<file path="src/rtl/multi_warp_fetcher.sv">
// Shared instruction fetch front-end: per-warp fetch FSMs, round-robin arbitration, one outstanding request.
// Optional FETCHER_LAST_PC_CACHE_EN: per-warp last-PC tag lets a repeated fetch complete without memory.

package common_pkg;
    typedef enum logic [1:0] {
        WARP_IDLE   = 2'd0,
        WARP_FETCH  = 2'd1,
        WARP_DECODE = 2'd2,
        WARP_EXEC   = 2'd3
    } warp_state_t;

    typedef logic [31:0] instr_mem_addr_t;
    typedef logic [31:0] instr_t;

    typedef enum logic [1:0] {
        FETCHER_IDLE     = 2'd0,
        FETCHER_FETCHING = 2'd1,
        FETCHER_DONE     = 2'd2
    } fetcher_state_t;
endpackage

module multi_warp_fetcher #(
    parameter int NUM_WARPS = 4,
    parameter int WARP_ID_W = (NUM_WARPS > 1) ? $clog2(NUM_WARPS) : 1
) (
    input  logic                        clk,
    input  logic                        reset,
    input  common_pkg::warp_state_t     warp_state [NUM_WARPS],
    input  common_pkg::instr_mem_addr_t pc [NUM_WARPS],
    output logic                        mem_valid,
    output common_pkg::instr_mem_addr_t mem_addr,
    input  logic                        mem_resp_ready,
    input  common_pkg::instr_t          mem_resp_data,
    output common_pkg::fetcher_state_t  out_fetcher_state [NUM_WARPS],
    output common_pkg::instr_t          out_instr [NUM_WARPS]
);
    import common_pkg::*;

    fetcher_state_t        state_q [NUM_WARPS];
    fetcher_state_t        state_d [NUM_WARPS];
    logic [NUM_WARPS-1:0]  pending_q, pending_d;
    logic                  mem_valid_q, mem_valid_d;
    instr_mem_addr_t       mem_addr_q, mem_addr_d;
    logic [WARP_ID_W-1:0]  owner_q, owner_d;
    logic [WARP_ID_W-1:0]  rr_ptr_q, rr_ptr_d;
    instr_t                out_instr_q [NUM_WARPS];
    instr_t                out_instr_d [NUM_WARPS];

    logic [NUM_WARPS-1:0]  hit;
    logic [NUM_WARPS-1:0]  req;
    logic                  grant_vld;
    logic [WARP_ID_W-1:0]  grant_id;
    logic [WARP_ID_W-1:0]  scan_idx;
    logic                  resp_fire;

`ifdef FETCHER_LAST_PC_CACHE_EN
    instr_mem_addr_t       last_pc_q [NUM_WARPS];
    instr_mem_addr_t       last_pc_d [NUM_WARPS];
    logic [NUM_WARPS-1:0]  last_pc_vld_q, last_pc_vld_d;

    always_comb begin
        hit = '0;
        for (int w = 0; w < NUM_WARPS; w++) begin
            hit[w] = last_pc_vld_q[w] && (pc[w] == last_pc_q[w]);
        end
    end
`else
    assign hit = '0;
`endif

    assign resp_fire = mem_resp_ready && mem_valid_q;

    // Hits bypass arbitration entirely; issued FETCHING warps no longer request.
    always_comb begin
        req = '0;
        for (int w = 0; w < NUM_WARPS; w++) begin
            req[w] = ((state_q[w] == FETCHER_IDLE) && (warp_state[w] == WARP_FETCH) && !hit[w])
                  || ((state_q[w] == FETCHER_FETCHING) && pending_q[w]);
        end
    end

    // A busy bus (including the response edge) blocks any grant.
    always_comb begin
        grant_vld = 1'b0;
        grant_id  = '0;
        scan_idx  = '0;
        if (!mem_valid_q) begin
            for (int i = 0; i < NUM_WARPS; i++) begin
                scan_idx = WARP_ID_W'((int'(rr_ptr_q) + i) % NUM_WARPS);
                if (!grant_vld && req[scan_idx]) begin
                    grant_vld = 1'b1;
                    grant_id  = scan_idx;
                end
            end
        end
    end

    always_comb begin
        state_d     = state_q;
        pending_d   = pending_q;
        mem_valid_d = mem_valid_q;
        mem_addr_d  = mem_addr_q;
        owner_d     = owner_q;
        rr_ptr_d    = rr_ptr_q;
        out_instr_d = out_instr_q;
`ifdef FETCHER_LAST_PC_CACHE_EN
        last_pc_d     = last_pc_q;
        last_pc_vld_d = last_pc_vld_q;
`endif
        for (int w = 0; w < NUM_WARPS; w++) begin
            case (state_q[w])
                FETCHER_IDLE: begin
                    if (warp_state[w] == WARP_FETCH) begin
                        if (hit[w]) begin
                            state_d[w] = FETCHER_DONE;
                        end else begin
                            state_d[w]   = FETCHER_FETCHING;
                            pending_d[w] = !(grant_vld && (grant_id == WARP_ID_W'(w)));
                        end
                    end
                end
                FETCHER_FETCHING: begin
                    if (grant_vld && (grant_id == WARP_ID_W'(w))) begin
                        pending_d[w] = 1'b0;
                    end
                    if (resp_fire && (owner_q == WARP_ID_W'(w))) begin
                        state_d[w] = FETCHER_DONE;
                    end
                end
                FETCHER_DONE: begin
                    if (warp_state[w] == WARP_DECODE) begin
                        state_d[w] = FETCHER_IDLE;
                    end
                end
                default: begin
                    state_d[w]   = FETCHER_IDLE;
                    pending_d[w] = 1'b0;
                end
            endcase
        end

        if (resp_fire) begin
            mem_valid_d          = 1'b0;
            out_instr_d[owner_q] = mem_resp_data;
`ifdef FETCHER_LAST_PC_CACHE_EN
            last_pc_d[owner_q]     = mem_addr_q;
            last_pc_vld_d[owner_q] = 1'b1;
`endif
        end

        if (grant_vld) begin
            mem_valid_d = 1'b1;
            mem_addr_d  = pc[grant_id];
            owner_d     = grant_id;
            rr_ptr_d    = (int'(grant_id) == NUM_WARPS - 1) ? '0 : grant_id + WARP_ID_W'(1);
        end
    end

    always_ff @(posedge clk) begin
        if (reset) begin
            for (int w = 0; w < NUM_WARPS; w++) begin
                state_q[w]     <= FETCHER_IDLE;
                out_instr_q[w] <= '0;
`ifdef FETCHER_LAST_PC_CACHE_EN
                last_pc_q[w]   <= '0;
`endif
            end
            pending_q   <= '0;
            mem_valid_q <= 1'b0;
            mem_addr_q  <= '0;
            owner_q     <= '0;
            rr_ptr_q    <= '0;
`ifdef FETCHER_LAST_PC_CACHE_EN
            last_pc_vld_q <= '0;
`endif
        end else begin
            state_q     <= state_d;
            out_instr_q <= out_instr_d;
            pending_q   <= pending_d;
            mem_valid_q <= mem_valid_d;
            mem_addr_q  <= mem_addr_d;
            owner_q     <= owner_d;
            rr_ptr_q    <= rr_ptr_d;
`ifdef FETCHER_LAST_PC_CACHE_EN
            last_pc_q     <= last_pc_d;
            last_pc_vld_q <= last_pc_vld_d;
`endif
        end
    end

    always_comb begin
        mem_valid         = mem_valid_q;
        mem_addr          = mem_addr_q;
        out_fetcher_state = state_q;
        out_instr         = out_instr_q;
    end

endmodule

</file>
<file path="config.mk">
export PLATFORM = sky130hd
export DESIGN_NAME = multi_warp_fetcher
export DESIGN_NICKNAME = d
export VERILOG_FILES = /design/src/rtl/multi_warp_fetcher.sv
export SDC_FILE = /design/constraint.sdc
export NUM_CORES = 1
export LEC_CHECK = 0
export CAP_MARGIN = 30
export CORE_MARGIN = 10
export CORE_UTILIZATION = 42
export DETAILED_ROUTE_END_ITERATION = 10
export PLACE_DENSITY = 0.9
export SLEW_MARGIN = 20
export SYNTH_ARGS = -nofsm -noshare
export SYNTH_HDL_FRONTEND = slang
export SYNTH_SLANG_ARGS = --single-unit
</file>
<file path="constraint.sdc">
create_clock -name clk -period 2.93 [get_ports clk]
set_input_delay 0.586 -clock clk [delete_from_list [all_inputs] [get_ports clk]]
set_output_delay 0.586 -clock clk [all_outputs]
set_load 0.01 [all_outputs]
</file>
# == After elaboration in Yosys (flattened, before gate mapping) ==
# Index checks and enable logic that the tools add are counted.
# classes
add_sub_neg,4
order_cmp,7
eq_ne,39
mux,58
bitwise_logic,6
n_reduce_logical,47
# ops
cell,n
bitwise mux 128 bit,1
two-way mux 32 bit,3
binary-select mux 32 bit (select 2 bit),1
demux 32 bit (select 2 bit),1
two-way mux 2 bit,18
equality test 2 bit (second input constant),12
!= test 2 x 1 -> 1 bit (second input constant),12
one-hot mux 2 bit (3 select lines),4
AND reduction 3 bit,8
equality test 2 x 1 -> 1 bit (second input constant),11
two-way mux 1 bit,22
logical AND 1 bit,21
zero test 2 bit,6
< comparator 2 x 3 -> 1 bit (second input constant),4
one-hot mux 1 bit (3 select lines),4
binary-select mux 1 bit (select 2 bit),4
!= test 2 bit (second input constant),4
zero test 1 bit,7
greater-or-equal comparator 3 bit (second input constant),2
NOT 2 -> 3 bit,2
adder 2 x 1 -> 2 bit (second input constant),2
adder 2 bit (second input constant),2
logical OR 1 bit,4
NOT 1 bit,4
2 further kinds,2
# word_totals
regBits,177
inputBits,171
output_inout_bits,169
wordCells,177

# == Logic depth before layout (Yosys ltp) ==
# Gate-level depths: netlist (run 1).
# logic_depth
depth_word,24
ltp_mapped,12
depth_no_buf,10

# == Worst setup path after synthesis (run 1) ==
# Ideal clock, no wire load.
# synth_timing
path_kind,input to register
startpoint,input port warp_state[7] in the netlist's numbering
endpoint,register pending_q[2]
setup_time_ps,128
arrival_time_ps,2624
required_time_ps,2802
slack_ps,179
path_stages,12
n_path_buf,2
cell_sequence,nand2b_4 -> o31a_2 -> nor4_1 -> a211oi_1 -> or3_1 -> inv_2 -> buf_2 -> buf_2 -> ha_1 -> nor2b_1 -> o32a_1 -> nor2_1
# synth_between
elab_chain_cells,24
word_cells_on_any_way,37
classes_between,eq/ne (3); mux (23); reduce/logical (11)
# synth_lines
item,line_no,text
"start, declared",28,"input common_pkg::warp_state_t warp_state [NUM_WARPS],"
equality test 2 x 1 -> 1 bit *,77,req[w] = ((state_q[w] == FETCHER_IDLE) && (warp_state[w] == WARP_FETCH) && !hit[w])
logical AND 1 bit *,77,
logical OR 1 bit *,78,|| ((state_q[w] == FETCHER_FETCHING) && pending_q[w]);
binary-select mux 1 bit (select 2 bit),90,if (!grant_vld && req[scan_idx]) begin
two-way mux 1 bit (not written as such),90,
two-way mux 1 bit,90,
two-way mux 1 bit,87,if (!mem_valid_q) begin
zero test 1 bit,90,
[9 not listed],--,
two-way mux 2 bit *,90,
two-way mux 2 bit *,87,
named net grant_id[1],52,logic [WARP_ID_W-1:0] grant_id;
equality test 2 bit *,"118, 123",
logical AND 1 bit *,"118, 123",
zero test 1 bit,118,pending_d[w] = !(grant_vld && (grant_id == WARP_ID_W'(w)));
two-way mux 1 bit,113,if (warp_state[w] == WARP_FETCH) begin
one-hot mux 1 bit (3 select lines),111,case (state_q[w])
"end signal, assigned",179,pending_q <= pending_d;
"end, declared",41,"logic [NUM_WARPS-1:0] pending_q, pending_d;"
# The timed path passes the listed nets; every way through them passes the cells marked *. The select of a mux whose other input is x is not followed.
# A chain may end at the register's enable or synchronous reset.

# == Final worst setup path (run 1) ==
# layout_timing
startpoint,input port warp_state[1] in the netlist's numbering
endpoint,register mem_addr_q[4] (netlist: mem_addr[4])
# layout_between
elab_chain_cells,23
word_cells_on_any_way,34
classes_between,eq/ne (1); mux (24); bitwise (1); reduce/logical (8)
# layout_lines
item,line_no,text
equality test 2 x 1 -> 1 bit *,77,
logical AND 1 bit *,77,
logical OR 1 bit *,78,
binary-select mux 1 bit (select 2 bit),90,
two-way mux 1 bit (not written as such),90,
two-way mux 1 bit,90,
two-way mux 1 bit,87,
zero test 1 bit,90,
[7 not listed],--,
zero test 1 bit,90,
logical AND 1 bit,90,
two-way mux 2 bit *,90,
two-way mux 2 bit *,87,
named net grant_id[0],52,
NOT 2 -> 3 bit (not written as such) *,153,mem_addr_d = pc[grant_id];
binary-select mux 32 bit (select 2 bit) *,153,
two-way mux 32 bit (not written as such) * (2 in series),153,
"end signal, assigned",181,mem_addr_q <= mem_addr_d;
"end, declared",43,"instr_mem_addr_t mem_addr_q, mem_addr_d;"
# Marks and branches as above.

==> impl_metrics.py, run 1 <==
metrics = {
    "outcome": {
        "status": "finished clean",
    },
    "sta": {
        "whs_ps": 454,
        "period_minus_slack_ps": 2780,
        "relSlewSlack_pct": 53.1,
        "report.final.slew_viol_count": 0,
        "tightest_slew_ps": 704,
        "hold_violations": 0,
        "setup_viol": 0,
        "rsz0062_at_grt": "false",
        "finalClockSkew_ps": 13.4,
        "fmax_ghz": 0.360,
        "period_share_pct": 94.7,
    },
    "layout": {
        "multi_input_area_sq_um": 3690,
        "fin_nets": 1452,
        "final_area_sq_um": 12200,
        "area_growth_pct": 58.5,
        "fin_util_pct": 67.9,
        "fillCellCount": 1358,
        "layout-drive-gt1-share_pct": 10.2,
        "ff_latch_area_sq_um": 3540,
    },
    "min_path": {
        "hold_depth": 2,
        "worst_hold_path_type": "flip-flop to flip-flop",
        "hp-start": "out_instr[28]",
        "hold-path-endpoint": "out_instr[28]",
    },
    "synth": {
        "synth_most_common_cell": "nand2_1",
        "synth.distinct_cells": 46,
        "ys_seq_area_share_pct": 46.1,
        "synth_top_area_share_pct": 46.1,
        "async_flop_share_pct": 0,
        "synth_enable_flop_cells": 0,
        "synthFlopType": "dfxtp_1",
        "syn_nets": 1112,
        "ys_warn_count": 0,
        "synth_area_per_cell_sq_um": 8.21,
        "synth_area_sq_um": 7690,
        "netlist_top_cells_area": "dfxtp_1, a21oi_1, nand2_1",
        "ys_seq_elements": 177,
        "postSynthCellCount": 937,
        "synth_top_cell_by_area": "dfxtp_1",
        "synth_common_cells": "nand2_1, a21oi_1, dfxtp_1, clkbuf_1, inv_1",
    },
    "placed_design": {
        "io_buffers": 339,
        "dp_hpwl_microns": 22800,
        "gp_congestion": 0.869,
        "place_area_sq_um": 11600,
    },
    "drt": {
        "via_count": 8364,
        "drtIter0Drc": 428,
        "antenna_left": 0,
        "drt-pass1-iter-count": 5,
        "drc": 0,
        "wl_microns": 30600,
        "viasPerCell": 5.49,
        "routedWlPerCell_microns": 20.1,
    },
    "die": {
        "start_util_pct": 42.8,
        "core_sq_um": 18000,
        "rows": 49,
        "pin_count": 340,
        "die_w_microns": 155,
        "die_area_sq_um": 24100,
        "fp.dieH_microns": 155,
    },
    "power": {
        "pwr_density_cell_nw_per_um2": 602,
        "p_clk_share_pct": 31.9,
        "combPwrFrac_pct": 29.2,
        "switching_power_w": 0.00237,
        "power.total_w": 0.00733,
        "p_int_w": 0.00496,
        "vdd_drop_max_mv": 0.379,
        "power.share.switching_pct": 32.4,
        "p_seq_share_pct": 38.9,
        "p_leak_nw": 4.38,
    },
    "clocking": {
        "clk_latency_ps": 430,
        "clock_path_buffers": 2,
        "cts.htree.levels": 4,
        "cts_resized": 0,
        "ctsHoldBuffers": 0,
        "cts.clk_slew.worst_paths_ps": 80,
        "numCtsBuffers": 17,
        "cts_root_buf": "clkbuf_16",
        "cts_tree": "done",
        "cts.sinks": 177,
        "postCtsSetupBuffers": 0,
    },
    "setup_path": {
        "regToRegSetupSlack_ps": 340,
        "crit_slowest_cell": "clkdlybuf4s50_1",
        "reg2reg_depth": 10,
        "crit_chain": "clkdlybuf4s50_1 -> nand2b_1 -> o31ai_2 -> buf_4 -> o221ai_2 -> a221oi_4 -> inv_2 -> buf_12 -> mux2_1 -> a221oi_1 -> a21oi_1",
        "cp.required_ps": 3240,
        "setup.worst_path.class": "primary input to flip-flop",
        "cp_num_buf_inv": 4,
        "path_delay_family": "compound AO/OA/AOI/OAI gates",
        "worstReg2RegStart": "out_fetcher_state[5]",
        "end_kind": "flip-flop",
        "cp-start-kind": "primary input",
        "arrival_ps": 3080,
        "cp_max_fo": 34,
        "slowest_delay_ps": 410,
        "reg2reg_to": "mem_addr[15]",
    },
    "global_routing": {
        "grtUsageTotal_pct": 24.2,
        "antenna_found_initial": 5,
        "first_global_vias": 8482,
        "grt_max_degree": 146,
        "grt_overflow_total": 0,
        "grt_pass1_wl_microns": 46800,
    },
    "job": {
        "maxCapViolations": 0,
    },
}
power groups by stage:
stage,clock (W),combinational (W),sequential [W]
after detailed placement,0,0.00213,0.00290
final,0.00234,0.00214,0.00285
after global routing,0.00249,0.00231,0.00289
after floorplan,0,0.000944,0.00297
after CTS,0.00238,0.00214,0.00285
after global placement,0,0.00207,0.00289
cells in the final DEF, fill, tap and decap left out, types with 2 or more instances in the layout:
cell               n
a221oi_1          18
nor2b_1            8
a21oi_1          206
nor2_1            15
a2111oi_0          4
inv_2              2
nand2b_1           3
inv_12             3
inv_6              3
o221ai_1          32
o221ai_2           2
a211oi_1           3
inv_1             43
clkinv_8           4
o31a_1             2
nand2b_4           2
nor2_2             2
a221oi_2          14
o21ai_0            6
buf_12             6
diode_2            5
nand2_1          265
nor3_2             2
buf_4             48
nor4_1             2
mux2_1            18
dfxtp_1          177
clkdlybuf4s50_1  338
ha_1               4
mux2_4            14
clkbuf_16         17
inv_8              4
nand3b_1           3
worst max-delay path by stage:
stage             startpoint            to  slack [ps]  depth (start not counted)
2_1_floorplan  warp_state[7]  pending_q[2]         180                         12
3_3_place_gp   warp_state[1]  mem_addr[30]        -180                         11
3_5_place_dp   warp_state[1]  mem_addr[31]        -270                         11
5_1_grt        warp_state[1]   mem_addr[0]           1                         11
6_report       warp_state[1]   mem_addr[4]         150                         11
4_1_cts        warp_state[1]  mem_addr[31]         190                         11
tightest hold or removal path, stage by stage, from the launching register on:
cell	delay, ps
dfxtp_1	310
nand2_1	50
a21oi_1	50
cell families (layout without fill, tap and decap cells):
| logic type | count (synthesis) | in the layout | synth area share [%] |
|---|---|---|---|
| AND/OR/NAND/NOR | 307 | 307 | 16.1 |
| AO/OA/AOI/OAI | 300 | 300 | 25.6 |
| flip-flops | 177 | 177 | 46.1 |
| buffers and inverters | 116 | 469 | 6.13 |
| multiplexers | 33 | 33 | 5.50 |
| adder cells (fa/ha/maj) | 4 | 4 | 0.651 |
| other | 0 | 5 | 0 |
metal layers:
metal | part of all wire [%] | track usage, % | vias to the layer above
met5 | 0 | 0 | -
met4 | 3.1 | 10.5 | 0
met3 | 11 | 9.57 | 42
met2 | 51 | 42.8 | 440
met1 | 35 | 24.7 | 3948
li1 | - | - | 3934
flip-flops by register name (all words and copies together), names as in the netlist:
signal / count
pending_q: 4
mem_addr: 32
rr_ptr_q: 2
mem_valid: 1
out_instr: 128
owner_q: 2
out_fetcher_state: 8
final cells by class:
class                           instances  area share, %
Timing Repair Buffer                  392           31.7
Multi-Input combinational cell        644           30.3
Sequential cell                       177           29.1
Clock buffer                           17           3.49
Tap cell                              229           2.35
Clock inverter                         15           1.59
Inverter                               45           1.39
Antenna cell                            5          0.103
metrics by stage:
stage / worst slack, ps / std cells / setup TNS (ps)
after detailed placement: -265 / 1487 / -7040
after global placement: -176 / 1487 / -4250
after CTS: 187 / 1519 / 0
final: 155 / 1524 / 0
after global routing: 1.49 / 1524 / 0
after floorplan: 179 / 937 / 0
No activity file was read; power rests on OpenSTA's default activity.
==> run 2, diff against run 1 <==
Settings changed: CORE_ASPECT_RATIO set to 0.7.
==> impl_metrics.py, run 2 (synthesis results as in run 1) <==
metrics = {
    "power": {
        "p_seq_share_pct": 39.3,
        "pwr_density_cell_nw_per_um2": 602,
        "combPwrFrac_pct": 28.6,
        "p_leak_nw": 4.30,
        "vdd_drop_max_mv": 0.362,
        "p_clk_share_pct": 32.1,
        "power.share.switching_pct": 32.5,
        "power.total_w": 0.00728,
        "p_int_w": 0.00491,
        "switching_power_w": 0.00236,
    },
    "job": {
        "maxCapViolations": 0,
    },
    "die": {
        "core_sq_um": 18000,
        "fp.dieH_microns": 133,
        "die_area_sq_um": 24200,
        "rows": 41,
        "start_util_pct": 42.7,
        "pin_count": 340,
        "die_w_microns": 182,
    },
    "setup_path": {
        "arrival_ps": 3020,
        "cp-start-kind": "primary input",
        "end_kind": "flip-flop",
        "cp_max_fo": 28,
        "setup.worst_path.class": "primary input to flip-flop",
        "cp.required_ps": 3230,
    },
    "drt": {
        "drtIter0Drc": 604,
        "routedWlPerCell_microns": 19.7,
        "drt-pass1-iter-count": 5,
        "via_count": 8103,
        "antenna_left": 0,
        "drc": 0,
        "viasPerCell": 5.37,
        "wl_microns": 29700,
    },
    "layout": {
        "final_area_sq_um": 12100,
        "area_growth_pct": 57.2,
        "final_common_cell": "clkdlybuf4s50_1",
        "layout-drive-gt1-share_pct": 9.11,
        "fin_nets": 1435,
        "largest_reg_flops": 128,
        "fillCellCount": 1395,
        "ff_latch_area_sq_um": 3540,
        "multi_input_area_sq_um": 3710,
        "final_cell_mix": "clkdlybuf4s50_1, nand2_1, a21oi_1, dfxtp_1, inv_1",
        "diodes": 0,
    },
    "sta": {
        "period_share_pct": 92.9,
        "whs_ps": 453,
        "report.final.slew_viol_count": 0,
        "finalClockSkew_ps": 16.9,
        "fmax_ghz": 0.367,
        "relSlewSlack_pct": 60.0,
        "rsz0062_at_grt": "false",
        "period_minus_slack_ps": 2720,
        "setup_viol": 0,
        "hold_violations": 0,
        "setup_tns_ps": 0,
        "tightest_slew_ps": 601,
    },
    "global_routing": {
        "first_global_vias": 8023,
        "grt_pass1_wl_microns": 46000,
        "grtUsageTotal_pct": 23.6,
        "antenna_found_initial": 0,
        "grt_max_degree": 125,
        "grt_overflow_total": 0,
    },
    "placed_design": {
        "place_area_sq_um": 11500,
        "dp_hpwl_microns": 21800,
        "gp_congestion": 0.846,
        "io_buffers": 339,
    },
    "min_path": {
        "worst_hold_path_type": "flip-flop to flip-flop",
    },
    "clocking": {
        "postCtsSetupBuffers": 0,
        "cts.clk_slew.worst_paths_ps": 80,
        "clock_path_buffers": 2,
        "ctsHoldBuffers": 0,
        "cts.sinks": 177,
        "cts_root_buf": "clkbuf_16",
        "numCtsBuffers": 17,
        "cts_tree": "done",
        "cts_resized": 0,
        "clk_latency_ps": 430,
        "cts.htree.levels": 4,
    },
    "outcome": {
        "status": "finished clean",
    },
}
==> run 2: cell count changes in the layout (fill, tap and decap cells not counted), moves of 2 or more <==
cell | before | now
inv_8 | 4 | 2
buf_4 | 48 | 30
inv_12 | 3 | 1
diode_2 | 5 | 0
clkinv_8 | 4 | 8
==> run 2: final cells by class <==
type                       instances  area share (%)
timing repair buffer             375            31.0
clock inverter                    15            1.69
inverter                          45            1.40
clock buffer                      17            3.52
tap                              236            2.44
sequential                       177            29.3
multi-input combinational        644            30.6
==> run 2: per-layer routing <==
| metal | up-vias | global-route usage [%] | share of wire (%) |
|---|---|---|---|
| met5 | - | 0 | 0 |
| met4 | 0 | 8.47 | 2.7 |
| met3 | 52 | 8.82 | 10 |
| met2 | 341 | 38.7 | 48 |
| met1 | 3818 | 27.7 | 40 |
| li1 | 3892 | - | - |
==> run 2: stage by stage <==
stage | setup slack (ps) | cells | util (%)
floorplan | 179 | 937 | -
global placement | -203 | 1477 | 63.6
detailed placement | -325 | 1477 | 63.6
CTS | 129 | 1509 | 67.1
global route | 30.9 | 1509 | 67.2
finish | 209 | 1509 | 67.2
==> run 2: worst max-delay path, stage by stage <==
cell and delay [ps]:
clkdlybuf4s50_1 440, nand2b_2 250, o31ai_4 240, o221ai_2 180, a221oi_4 320, inv_2 100
buf_12 180, mux2_1 310, a221oi_1 310, a21oi_1 90
==> run 2: power groups by stage <==
stage	registers [W]	clock network, W	logic [W]
floorplan	0.00297	0	0.000944
global placement	0.00290	0	0.00201
detailed placement	0.00291	0	0.00207
CTS	0.00285	0.00237	0.00208
global route	0.00290	0.00247	0.00224
finish	0.00286	0.00234	0.00208
==> run 2: final timing paths <==
kind	depth (start not counted)	start	slack (ps)	to
max reg2reg	10	out_fetcher_state[5]	350	mem_addr[4]
max	10	warp_state[1]	210	mem_addr[4]
min	2	out_instr[96]	450	out_instr[96]
min reg2reg	2	out_instr[96]	450	out_instr[96]
